[src/rtl/gray_counter_ctrl.sv]
// Sequencing controller for a WIDTH-bit binary/Gray counter: load, step N times, pause/abort, done pulse.
// Optional wrap detection is built only when GRAY_CTRL_WRAP_DETECT_EN is defined; otherwise wrap is tied low.
module gray_counter_ctrl #(
   parameter int WIDTH = 4,
   parameter int CNT_W = 8
) (
   input  logic             clk,
   input  logic             rst,
   input  logic             start,
   input  logic [WIDTH-1:0] start_val,
   input  logic [CNT_W-1:0] num_steps,
   input  logic             pause,
   input  logic             abort,
   output logic             busy,
   output logic             done,
   output logic             aborted,
   output logic             step_valid,
   output logic [WIDTH-1:0] binary_out,
   output logic [WIDTH-1:0] gray_out,
   output logic             wrap
);

   typedef enum logic [1:0] {
      ST_IDLE = 2'd0,
      ST_RUN  = 2'd1,
      ST_DONE = 2'd2
   } state_t;

   state_t           r_state;
   logic [WIDTH-1:0] r_count;
   logic [WIDTH-1:0] r_gray;
   logic [CNT_W-1:0] r_rem;
   logic             r_busy;
   logic             r_done;
   logic             r_aborted;
   logic             r_step_valid;

   logic [WIDTH-1:0] w_count_inc;
   logic [WIDTH-1:0] w_gray_inc;
   logic [WIDTH-1:0] w_gray_load;
   logic             w_accept;
   logic             w_advance;

   // Gray is computed from the value being loaded so both views update on the same edge.
   assign w_count_inc = r_count + WIDTH'(1);
   assign w_gray_inc  = w_count_inc ^ (w_count_inc >> 1);
   assign w_gray_load = start_val ^ (start_val >> 1);
   assign w_accept    = start & ~abort;
   assign w_advance   = ~pause & ~abort;

   // NOTE: every state register uses <= so all updates see pre-edge values, independent of statement order.
   always_ff @(posedge clk or posedge rst) begin
      if (rst) begin
         r_state      <= ST_IDLE;
         r_count      <= '0;
         r_gray       <= '0;
         r_rem        <= '0;
         r_busy       <= 1'b0;
         r_done       <= 1'b0;
         r_aborted    <= 1'b0;
         r_step_valid <= 1'b0;
      end else begin
         r_aborted    <= 1'b0;
         r_step_valid <= 1'b0;
         r_done       <= 1'b0;
         unique case (r_state)
            ST_IDLE: begin
               if (w_accept) begin
                  r_count <= start_val;
                  r_gray  <= w_gray_load;
                  r_rem   <= num_steps;
                  if (num_steps == '0) begin
                     r_state <= ST_DONE;
                     r_done  <= 1'b1;
                  end else begin
                     r_state <= ST_RUN;
                     r_busy  <= 1'b1;
                  end
               end
            end
            ST_RUN: begin
               if (abort) begin
                  r_state   <= ST_IDLE;
                  r_rem     <= '0;
                  r_busy    <= 1'b0;
                  r_aborted <= 1'b1;
               end else if (!pause) begin
                  r_count      <= w_count_inc;
                  r_gray       <= w_gray_inc;
                  r_rem        <= r_rem - CNT_W'(1);
                  r_step_valid <= 1'b1;
                  if (r_rem == CNT_W'(1)) begin
                     r_state <= ST_DONE;
                     r_busy  <= 1'b0;
                     r_done  <= 1'b1;
                  end
               end
            end
            ST_DONE: begin
               r_state <= ST_IDLE;
            end
            default: begin
               r_state <= ST_IDLE;
               r_busy  <= 1'b0;
            end
         endcase
      end
   end

`ifdef GRAY_CTRL_WRAP_DETECT_EN
   logic r_wrap;

   // All-ones before an advance means this edge rolls the counter over to zero.
   always_ff @(posedge clk or posedge rst) begin
      if (rst) r_wrap <= 1'b0;
      else     r_wrap <= (r_state == ST_RUN) && w_advance && (&r_count);
   end

   assign wrap = r_wrap;
`else
   assign wrap = 1'b0;
`endif

   assign busy       = r_busy;
   assign done       = r_done;
   assign aborted    = r_aborted;
   assign step_valid = r_step_valid;
   assign binary_out = r_count;
   assign gray_out   = r_gray;

endmodule

[config.mk]
export PLATFORM = sky130hd
export DESIGN_NAME = gray_counter_ctrl
export DESIGN_NICKNAME = d
export VERILOG_FILES = /design/src/rtl/gray_counter_ctrl.sv
export SDC_FILE = /design/constraint.sdc
export NUM_CORES = 1
export LEC_CHECK = 0
export BUFFER_PORTS_ARGS = -buffer_cell sky130_fd_sc_hd__buf_2
export CORE_MARGIN = 3
export CORE_UTILIZATION = 45
export CTS_CLUSTER_SIZE = 12
export DETAILED_ROUTE_END_ITERATION = 8
export HOLD_SLACK_MARGIN = 0.05
export PLACE_DENSITY = 0.79
export SYNTH_ARGS = -nofsm -noshare
export SYNTH_HDL_FRONTEND = slang
export SYNTH_SLANG_ARGS = --single-unit
[constraint.sdc]
create_clock -name clk -period 1.9 [get_ports clk]
set_clock_uncertainty 0.05 [all_clocks]
set_input_delay 0.095 -clock clk [delete_from_list [all_inputs] [get_ports clk]]
set_output_delay 0.095 -clock clk [all_outputs]
set_load 0.01 [all_outputs]
==> results.txt, run 1 <==
status = finished clean
Core Box Area = 0.00278 sq mm
Worst Setup Path Type = reg -> reg
Yosys cell types = 41
Main synth FF type = dfrtp_1
num rows = 19
Switching Power = 0.623 mW
RSZ-0062 raised after global routing = no
initial core utilization = 48.0%
final WL = 3120 um
Req. time, crit path = 2.04 ns
hold_sp = start_val[3]
first-pass GRT wire length = 5310 um
PwrDens = 959 mW/mm^2
Post-Syn Area per Cell = 8.89 sq um
WHS Endpoint = binary_out[3]
Flop pwr share = 44.3%
Hold/Removal Path Class = in -> reg
final worst slack = 0.221 ns
drt pass-1 iters = 4
Inserted Diodes = 0
Root Driver = clkbuf_4
worst hold path cell count = 3
Syn. warnings = 0
Worst R2R Start = r_state[0]
hpwl dp = 2340 um
vias in the first global route = 1284
postcts setup bufs = 0
I/O Buffers = 28
EDFF count, synth = 0
crit-path max cell delay = 0.55 ns
Residual DRC = 0
cell taking the most area after synthesis = dfrtp_1
Max Cap Viol = 0
io pins = 30
vias = 1265
Die Height = 60.4 um
gp weighted congestion = 0.922
Non-Filler Instances = 222
minimum clock period = 1.68 ns
P_leak = 0.736 nW
largest cells by area after synthesis = dfrtp_1, o21ai_0, nand2_1, a21oi_1, xnor2_1
slowest CP cell = dfrtp_1
clock slew at reported path FFs = 0.13 ns
setup violators final = 0
r2r setup slk = 0.22 ns
met3 wire length = 164 um
Internal Pwr Total = 0.947 mW
CTS tree = built
crit path cell chain = nor4b_4 > a31oi_4 > a211oi_1 > a21oi_1
asr flop ratio synth = 100%
Comb power frac = 41.3%
Routed WL per cell = 14.1 um
die width = 60.4 um
IR drop worst, VDD = 693 uV
fill count = 245
Arr. time, crit path = 1.82 ns
cts bufs inserted = 3
crit end category = flip-flop
worst r2r dst = r_rem[1]
WP buf/inv = 0
switching share of total power = 39.7%
Total GRT Usage = 19.1%
post-CTS sizing = 0
Detailed Route Iter0 Violations = 28
pin count of the biggest net entering global routing = 22
Cells after DPL = 207
DP Worst Slack = 0.244 ns
met1 WL = 1400 um
CP startpoint kind = flip-flop
Nets = 212
count leader, synth = dfrtp_1
CTS Sinks = 21
ANT nets after route = 0
delay-heaviest family, CP = flip-flops
post-synth top area share = 39.4%
Peak Freq = 0.596 GHz
DR WL met2 = 1480 um
via/cell ratio = 5.70
hold_buf cts = 11
Max clock buf depth = 2
Setup Total Neg Slack = 0 ns
Mapped Nets = 170
area delta synth->final = 22.7%
# H-tree levels = 1
Slew Limit Fails = 0
DIE AREA = 0.00365 sq mm
grt total ovfl = 0
clk_lat worst skew = 0.32 ns
cells after synthesis = 150
Clk pwr share = 14.4%
top post-synthesis cells by count = dfrtp_1, nand2_1, o21ai_0
cell area after synthesis = 0.00133 sq mm
beginning of the critical path = r_state[0]
layout cell share with drive strength beyond 1 = 22.0%
post-synthesis sequential area ratio = 39.4%
Max Used Layer = met4
post-synthesis register bit count = 21
initial antenna violation count = 0
fin crit share = 88.4%
Worst Reg-to-Reg Cells = 4
final hold viol count = 0
crit-path max FO = 15
-- cell families after synthesis --
logic type	share of synthesized area, %
compound gates	21.6
xor+xnor	5.25
mux	1.50
flops	39.4
other cells	0.281
fa+ha+maj	2.81
simple gates	23.2
buf+inv	6.00
-- per-stage QoR --
step	utilization [%]	cell area [sq um]	power, mW	hold slack, ns
after floorplan	-	1330	1.14	0.0215
after global placement	53.9	1500	1.31	0.0922
after detailed placement	53.9	1500	1.34	0.0914
after CTS	58.8	1640	1.58	0.0530
after global routing	58.8	1640	1.70	0.111
final	58.8	1640	1.57	0.0467
-- per-layer routing --
| layer | vias up | track usage, % |
|---|---|---|
| met5 | - | 0 |
| met4 | 0 | 11.8 |
| met3 | 11 | 2.77 |
| met2 | 38 | 30.7 |
| met1 | 595 | 24.2 |
| li1 | 621 | - |
-- worst max-delay path by stage --
| stage | end | slack [ns] | depth (start not counted) |
|---|---|---|---|
| global route | r_rem[7] | 0.07 | 4 |
| finish | r_rem[1] | 0.22 | 4 |
| global placement | binary_out[0] | 0.31 | 5 |
| detailed placement | r_rem[2] | 0.24 | 4 |
| floorplan | gray_out[2] | 0.41 | 5 |
| CTS | r_rem[1] | 0.23 | 4 |
-- area by class of cell --
class                   instances  area [sq um]  share of cell area (%)
inverters                       6          22.5                    1.38
flip-flops and latches         21           526                    32.1
well taps                      31          38.8                    2.37
multi-input cells             115           728                    44.5
repair buffers                 45           295                    18.0
clock buffers                   4          26.3                    1.61
-- registers in the layout (all words and copies together) (netlist names) --
name        flops
done            1
aborted         1
step_valid      1
r_state         2
busy            1
binary_out      4
gray_out        3
r_rem           8
-- worst min-delay path, stage by stage --
cell     delay, ns
buf_2         0.10
a21oi_1       0.05
o21ai_0       0.14
-- cell usage in the layout, fill, tap and decap left out, drive strengths merged, types with 2 or more instances in the layout --
| cell type | count |
|---|---|
| xnor2 | 5 |
| a21oi | 10 |
| or4 | 2 |
| nand2 | 16 |
| buf | 34 |
| mux2i | 2 |
| nand2b | 2 |
| nor3b | 4 |
| dlygate4sd3 | 11 |
| o211ai | 2 |
| nand3 | 4 |
| xor2 | 3 |
| o21ai | 21 |
| a22oi | 4 |
| ha | 3 |
| clkbuf | 4 |
| a32oi | 2 |
| dfrtp | 21 |
| inv | 6 |
| nor4 | 3 |
| nor2 | 11 |
| nor2b | 2 |
| nor3 | 5 |
-- power by group through the flow --
stage / combinational [mW] / clock, mW / sequential (mW)
2_1_floorplan: 0.446 / 0 / 0.696
3_3_place_gp: 0.619 / 0 / 0.693
3_5_place_dp: 0.638 / 0 / 0.701
4_1_cts: 0.656 / 0.232 / 0.693
5_1_grt: 0.739 / 0.246 / 0.714
6_report: 0.649 / 0.226 / 0.696
(Power assumes the default switching activity.)
==> inputs of run 2 (changes only) <==
Settings changed: CORE_UTILIZATION 45 to 51, PLACE_DENSITY 0.79 to 0.87.
==> run 2 against run 1 <==
Effect of this change: global-route usage rose by 0.42 points; combinational power fell by 3%; register-to-register slack got worse by 0.03 ns; clock power fell by 7%; worst setup slack got worse by 0.030 ns; fmax fell by 1.8%.
==> results.txt, run 2 (same netlist as run 1, synthesis figures left out) <==
final WL = 2950 um (-5.4%)
Nets = 206 (-2.8%)
Worst Setup Path Type = reg -> reg
minimum clock period = 1.71 ns (+0.0305 ns)
WP buf/inv = 0 (unchanged)
max FFs per register = 8 (unchanged)
pin count of the biggest net entering global routing = 22 (unchanged)
I/O Buffers = 28 (unchanged)
clk_lat worst skew = 0.30 ns (-0.02 ns)
P_leak = 0.708 nW (-3.8%)
Routed WL per cell = 13.9 um (-1.4%)
relative slew slack = 45.9%
Total GRT Usage = 19.5% (+0.42 points)
area delta synth->final = 18.5%
Detailed Route Iter0 Violations = 54 (+93%)
hpwl dp = 2190 um (-6.8%)
gp weighted congestion = 0.860 (-6.7%)
hold_buf cts = 8 (-3)
final worst slack = 0.191 ns (-0.0305 ns)
IR drop worst, VDD = 674 uV (-2.8%)
first-pass GRT wire length = 5110 um (-3.8%)
die width = 57.1 um (-5.5%)
Biggest register = r_rem
most frequent cells in the layout = buf_2, dfrtp_1, nand2_1, o21ai_0
post-layout util = 67.5% (+8.7 points)
crit path cell chain = nor4b_4 > a31oi_4 > a211oi_1 > a21oi_1
Slew Limit Fails = 0 (unchanged)
crit-path max FO = 15 (unchanged)
postcts setup bufs = 0 (unchanged)
Arr. time, crit path = 1.84 ns (+0.02 ns)
status = finished clean
Max Cap Viol = 0 (unchanged)
RSZ-0062 raised after global routing = no
post-CTS sizing = 0 (unchanged)
ANT nets after route = 0 (unchanged)
layout cell share with drive strength beyond 1 = 21.1% (-0.91 points)
Core Box Area = 0.00234 sq mm (-16%)
num rows = 17 (-2)
Peak Freq = 0.585 GHz (-1.8%)
Die Height = 57.1 um (-5.5%)
setup violators final = 0 (unchanged)
Inserted Diodes = 0 (unchanged)
slowest CP cell = dfrtp_1
total power draw = 1.53 mW (-2.4%)
# H-tree levels = 1 (unchanged)
drt pass-1 iters = 4 (unchanged)
worst-margin pin slew = 0.811 ns
CP startpoint kind = flip-flop
Residual DRC = 0 (unchanged)
grt total ovfl = 0 (unchanged)
crit-path max cell delay = 0.53 ns (-0.02 ns)
via/cell ratio = 5.74 (+0.76%)
most common cell after layout, fill and taps aside = buf_2
io pins = 30 (unchanged)
final hold viol count = 0 (unchanged)
Max clock buf depth = 2 (unchanged)
Root Driver = clkbuf_4
vias in the first global route = 1152 (-10%)
fin crit share = 90.0% (+1.6 points)
vias = 1223 (-3.3%)
initial core utilization = 57.0% (+9.1 points)
DIE AREA = 0.00326 sq mm (-11%)
crit end category = flip-flop
CTS Sinks = 21 (unchanged)
DP Worst Slack = 0.273 ns (+0.0288 ns)
initial antenna violation count = 0 (unchanged)
cts bufs inserted = 3 (unchanged)
Hold/Removal Path Class = in -> reg
PwrDens = 970 mW/mm^2 (+1.1%)
CTS tree = built
clock slew at reported path FFs = 0.11 ns (-0.02 ns)
Req. time, crit path = 2.03 ns (about the same)
Setup Total Neg Slack = 0 ns (unchanged)
delay-heaviest family, CP = flip-flops
## run 2: layer usage
metal,GRT usage (%),part of all wire [%]
met1,26.8,46
met2,31.0,47
met3,2.71,5.9
met4,7.95,1.5
met5,0,0
## run 2: through the flow
| stage | hold WS (ns) | area (sq um) | instances |
|---|---|---|---|
| 2_1_floorplan | 0.0215 | 1330 | 150 |
| 3_3_place_gp | 0.225 | 1470 | 201 |
| 3_5_place_dp | 0.252 | 1470 | 201 |
| 4_1_cts | 0.0509 | 1580 | 213 |
| 5_1_grt | 0.0576 | 1580 | 213 |
| 6_report | 0.0513 | 1580 | 213 |
## run 2: final timing paths
path,startpoint,endpoint,slack (ns),cells after the start
setup / recovery,r_state[0],r_rem[1],0.19,4
hold / removal,num_steps[7],r_rem[7],0.05,3
setup reg to reg,r_state[0],r_rem[1],0.19,4
hold reg to reg,gray_out[0],gray_out[0],0.44,2
max in group asynchronous,rst,busy,0.86,3
min in group asynchronous,rst,r_rem[7],0.43,3
## run 2: final cells by class
type	instances	area, sq um
sequential	21	526
tap	28	35.0
multi-input combinational	115	728
clock buffer	4	26.3
inverter	6	22.5
fill	205	759
timing repair buffer	39	243
## run 2: worst reg2reg max path, delay by kind of cell, from the launching register on
kind,cells,cell delay (ns)
flops,1,0.53
simple gates,1,0.48
compound gates,3,0.54
## run 2: power by group
part	leakage (nW)	switching, mW	internal, mW
Combinational	0.430	0.339	0.292
Clock	0.0150	0.129	0.0817
Sequential	0.263	0.134	0.557
Total	0.708	0.602	0.931
==> inputs of run 3 (changes only) <==
Settings changed: CORE_MARGIN 3 to 2.
==> run 3 against run 2 <==
Effect of this change: final area up 1.5%; sequential share of layout area down 0.49 points; hold slack barely moved; critical path type unchanged; via count fell by 1.2%; cell count rose by 1.9%.
==> results.txt, run 3 (same netlist as run 1, synthesis figures left out) <==
Root Driver = clkbuf_4
worst r2r dst = r_rem[2]
io pins = 30 (unchanged)
fin crit share = 90.6% (+0.64 points)
Worst Setup Path Type = reg -> reg
# H-tree levels = 1 (unchanged)
Total GRT Usage = 22.1% (+2.6 points)
Non-Filler Instances = 217 (+1.9%)
Slew Limit Fails = 0 (unchanged)
Req. time, crit path = 2.06 ns (+0.03 ns)
pin count of the biggest net entering global routing = 22 (unchanged)
Worst R2R Start = r_state[0]
worst-margin pin slew = 0.795 ns (-0.0162 ns)
CTS tree = built
postcts setup bufs = 0 (unchanged)
Inserted Diodes = 0 (unchanged)
max FFs per register = 8 (unchanged)
most frequent cells in the layout = buf_2, dfrtp_1, nand2_1, o21ai_0
clock slew at reported path FFs = 0.12 ns (about the same)
P_leak = 0.718 nW (+1.5%)
crit path cell chain = nand2b_1 > nor2_1 > nand2_1 > o311ai_1
Cells after DPL = 204 (+1.5%)
Nets = 208 (+0.97%)
via/cell ratio = 5.57 (-3.0%)
Detailed Route Iter0 Violations = 38 (-30%)
CP startpoint kind = flip-flop
Worst Reg-to-Reg Cells = 4 (unchanged)
crit end category = flip-flop
Peak Freq = 0.581 GHz (-0.71%)
Worst setup endpoint = r_rem[2]
first-pass GRT wire length = 4830 um (-5.5%)
minimum clock period = 1.72 ns (+0.0122 ns)
hpwl dp = 2150 um (-1.6%)
final WL = 2990 um (+1.3%)
fill count = 209 (+2.0%)
setup violators final = 0 (unchanged)
vias in the first global route = 1114 (-3.3%)
RSZ-0062 raised after global routing = no
PwrDens = 959 mW/mm^2 (-1.1%)
drt pass-1 iters = 4 (unchanged)
beginning of the critical path = r_state[0]
Residual DRC = 0 (unchanged)
Setup Total Neg Slack = 0 ns (unchanged)
cts bufs inserted = 3 (unchanged)
IR drop worst, VDD = 652 uV (-3.1%)
GR peak layer = met2
Arr. time, crit path = 1.88 ns (+0.04 ns)
relative slew slack = 46.9% (+1.1 points)
slowest CP cell = dfrtp_1
final hold viol count = 0 (unchanged)
grt total ovfl = 0 (unchanged)
initial core utilization = 53.8% (-3.2 points)
num rows = 18 (+1)
initial antenna violation count = 0 (unchanged)
Max Cap Viol = 0 (unchanged)
gp weighted congestion = 0.837 (-2.7%)
I/O Buffers = 28 (unchanged)
Hold/Removal Path Class = in -> reg
most common cell after layout, fill and taps aside = buf_2
area delta synth->final = 20.3%
layout cell share with drive strength beyond 1 = 21.9% (+0.84 points)
Routed WL per cell = 13.8 um (-0.58%)
Biggest register = r_rem
ANT nets after route = 0 (unchanged)
CTS Sinks = 21 (unchanged)
crit-path max FO = 11 (-4)
status = finished clean
clk_lat worst skew = 0.30 ns (about the same)
crit-path max cell delay = 0.62 ns (+0.09 ns)
routing usage on met2 = 38.3% (+7.3 points)
Core Box Area = 0.00248 sq mm (+5.9%)
Max clock buf depth = 2 (unchanged)
hold_sp = start_val[3]
Placed Instance Area = 0.00148 sq mm (+0.68%)
met1 usage = 28.8% (+1.9 points)
DIE AREA = 0.00304 sq mm (-6.9%)
r2r setup slk = 0.18 ns (about the same)
die width = 55.1 um (-3.5%)
grt met3 use = 2.42% (-0.30 points)
fin area = 0.00160 sq mm (+1.5%)
vias = 1208 (-1.2%)
Die Height = 55.1 um (-3.5%)
[run 3: cell types whose count changed in the layout (fill, tap and decap cells not counted)]
cell           delta
buf_4             +1
dlygate4sd3_1     +1
o21ai_1           -1
o21ai_2           +1
[run 3: timing repair]
item,CTS,global route
resized for setup,0,1
hold endpoints to repair,29,0
hold buffers,9,0
setup endpoints to repair,0,4
[run 3: worst min path at each step]
stage                    end  slack (ns)  cells after the start
2_1_floorplan        aborted        0.02                      1
3_3_place_gp     gray_out[0]        0.22                      2
3_5_place_dp     gray_out[0]        0.24                      2
4_1_cts        binary_out[3]        0.05                      3
5_1_grt        binary_out[3]        0.07                      3
6_report       binary_out[3]        0.05                      3
[run 3: final cells by class]
cell class | instances | area (sq um) | area share (%)
Clock buffer | 4 | 26.3 | 1.64
Inverter | 6 | 22.5 | 1.40
Timing Repair Buffer | 41 | 260 | 16.2
Sequential cell | 21 | 526 | 32.8
Tap cell | 30 | 37.5 | 2.34
Multi-Input combinational cell | 115 | 732 | 45.6
[run 3: stage by stage]
stage / power (mW) / util (%) / setup slack [ns] / hold slack, ns
2_1_floorplan: 1.14 / - / 0.406 / 0.0215
3_3_place_gp: 1.29 / 59.9 / 0.294 / 0.221
3_5_place_dp: 1.31 / 59.9 / 0.219 / 0.240
4_1_cts: 1.54 / 64.6 / 0.157 / 0.0509
5_1_grt: 1.66 / 64.7 / 0.0652 / 0.0705
6_report: 1.54 / 64.7 / 0.179 / 0.0510
[run 3: where the power goes]
group          switching (mW)  leakage, nW  total [mW]  internal, mW
Sequential              0.138        0.263       0.695         0.557
Combinational           0.333        0.441       0.627         0.294
Clock                   0.134       0.0150       0.216        0.0819
[run 3: metal layers]
metal  routed length, um  up-vias
met5                   0        -
met4                  17        0
met3                 160        2
met2                1490       45
met1                1320      554
li1                    -      607
[run 3: critical path: cells and delay by family (launching register included)]
kind	cells	cell delay (ns)
compound gates	1	0.25
simple gates	3	0.70
flops	1	0.62
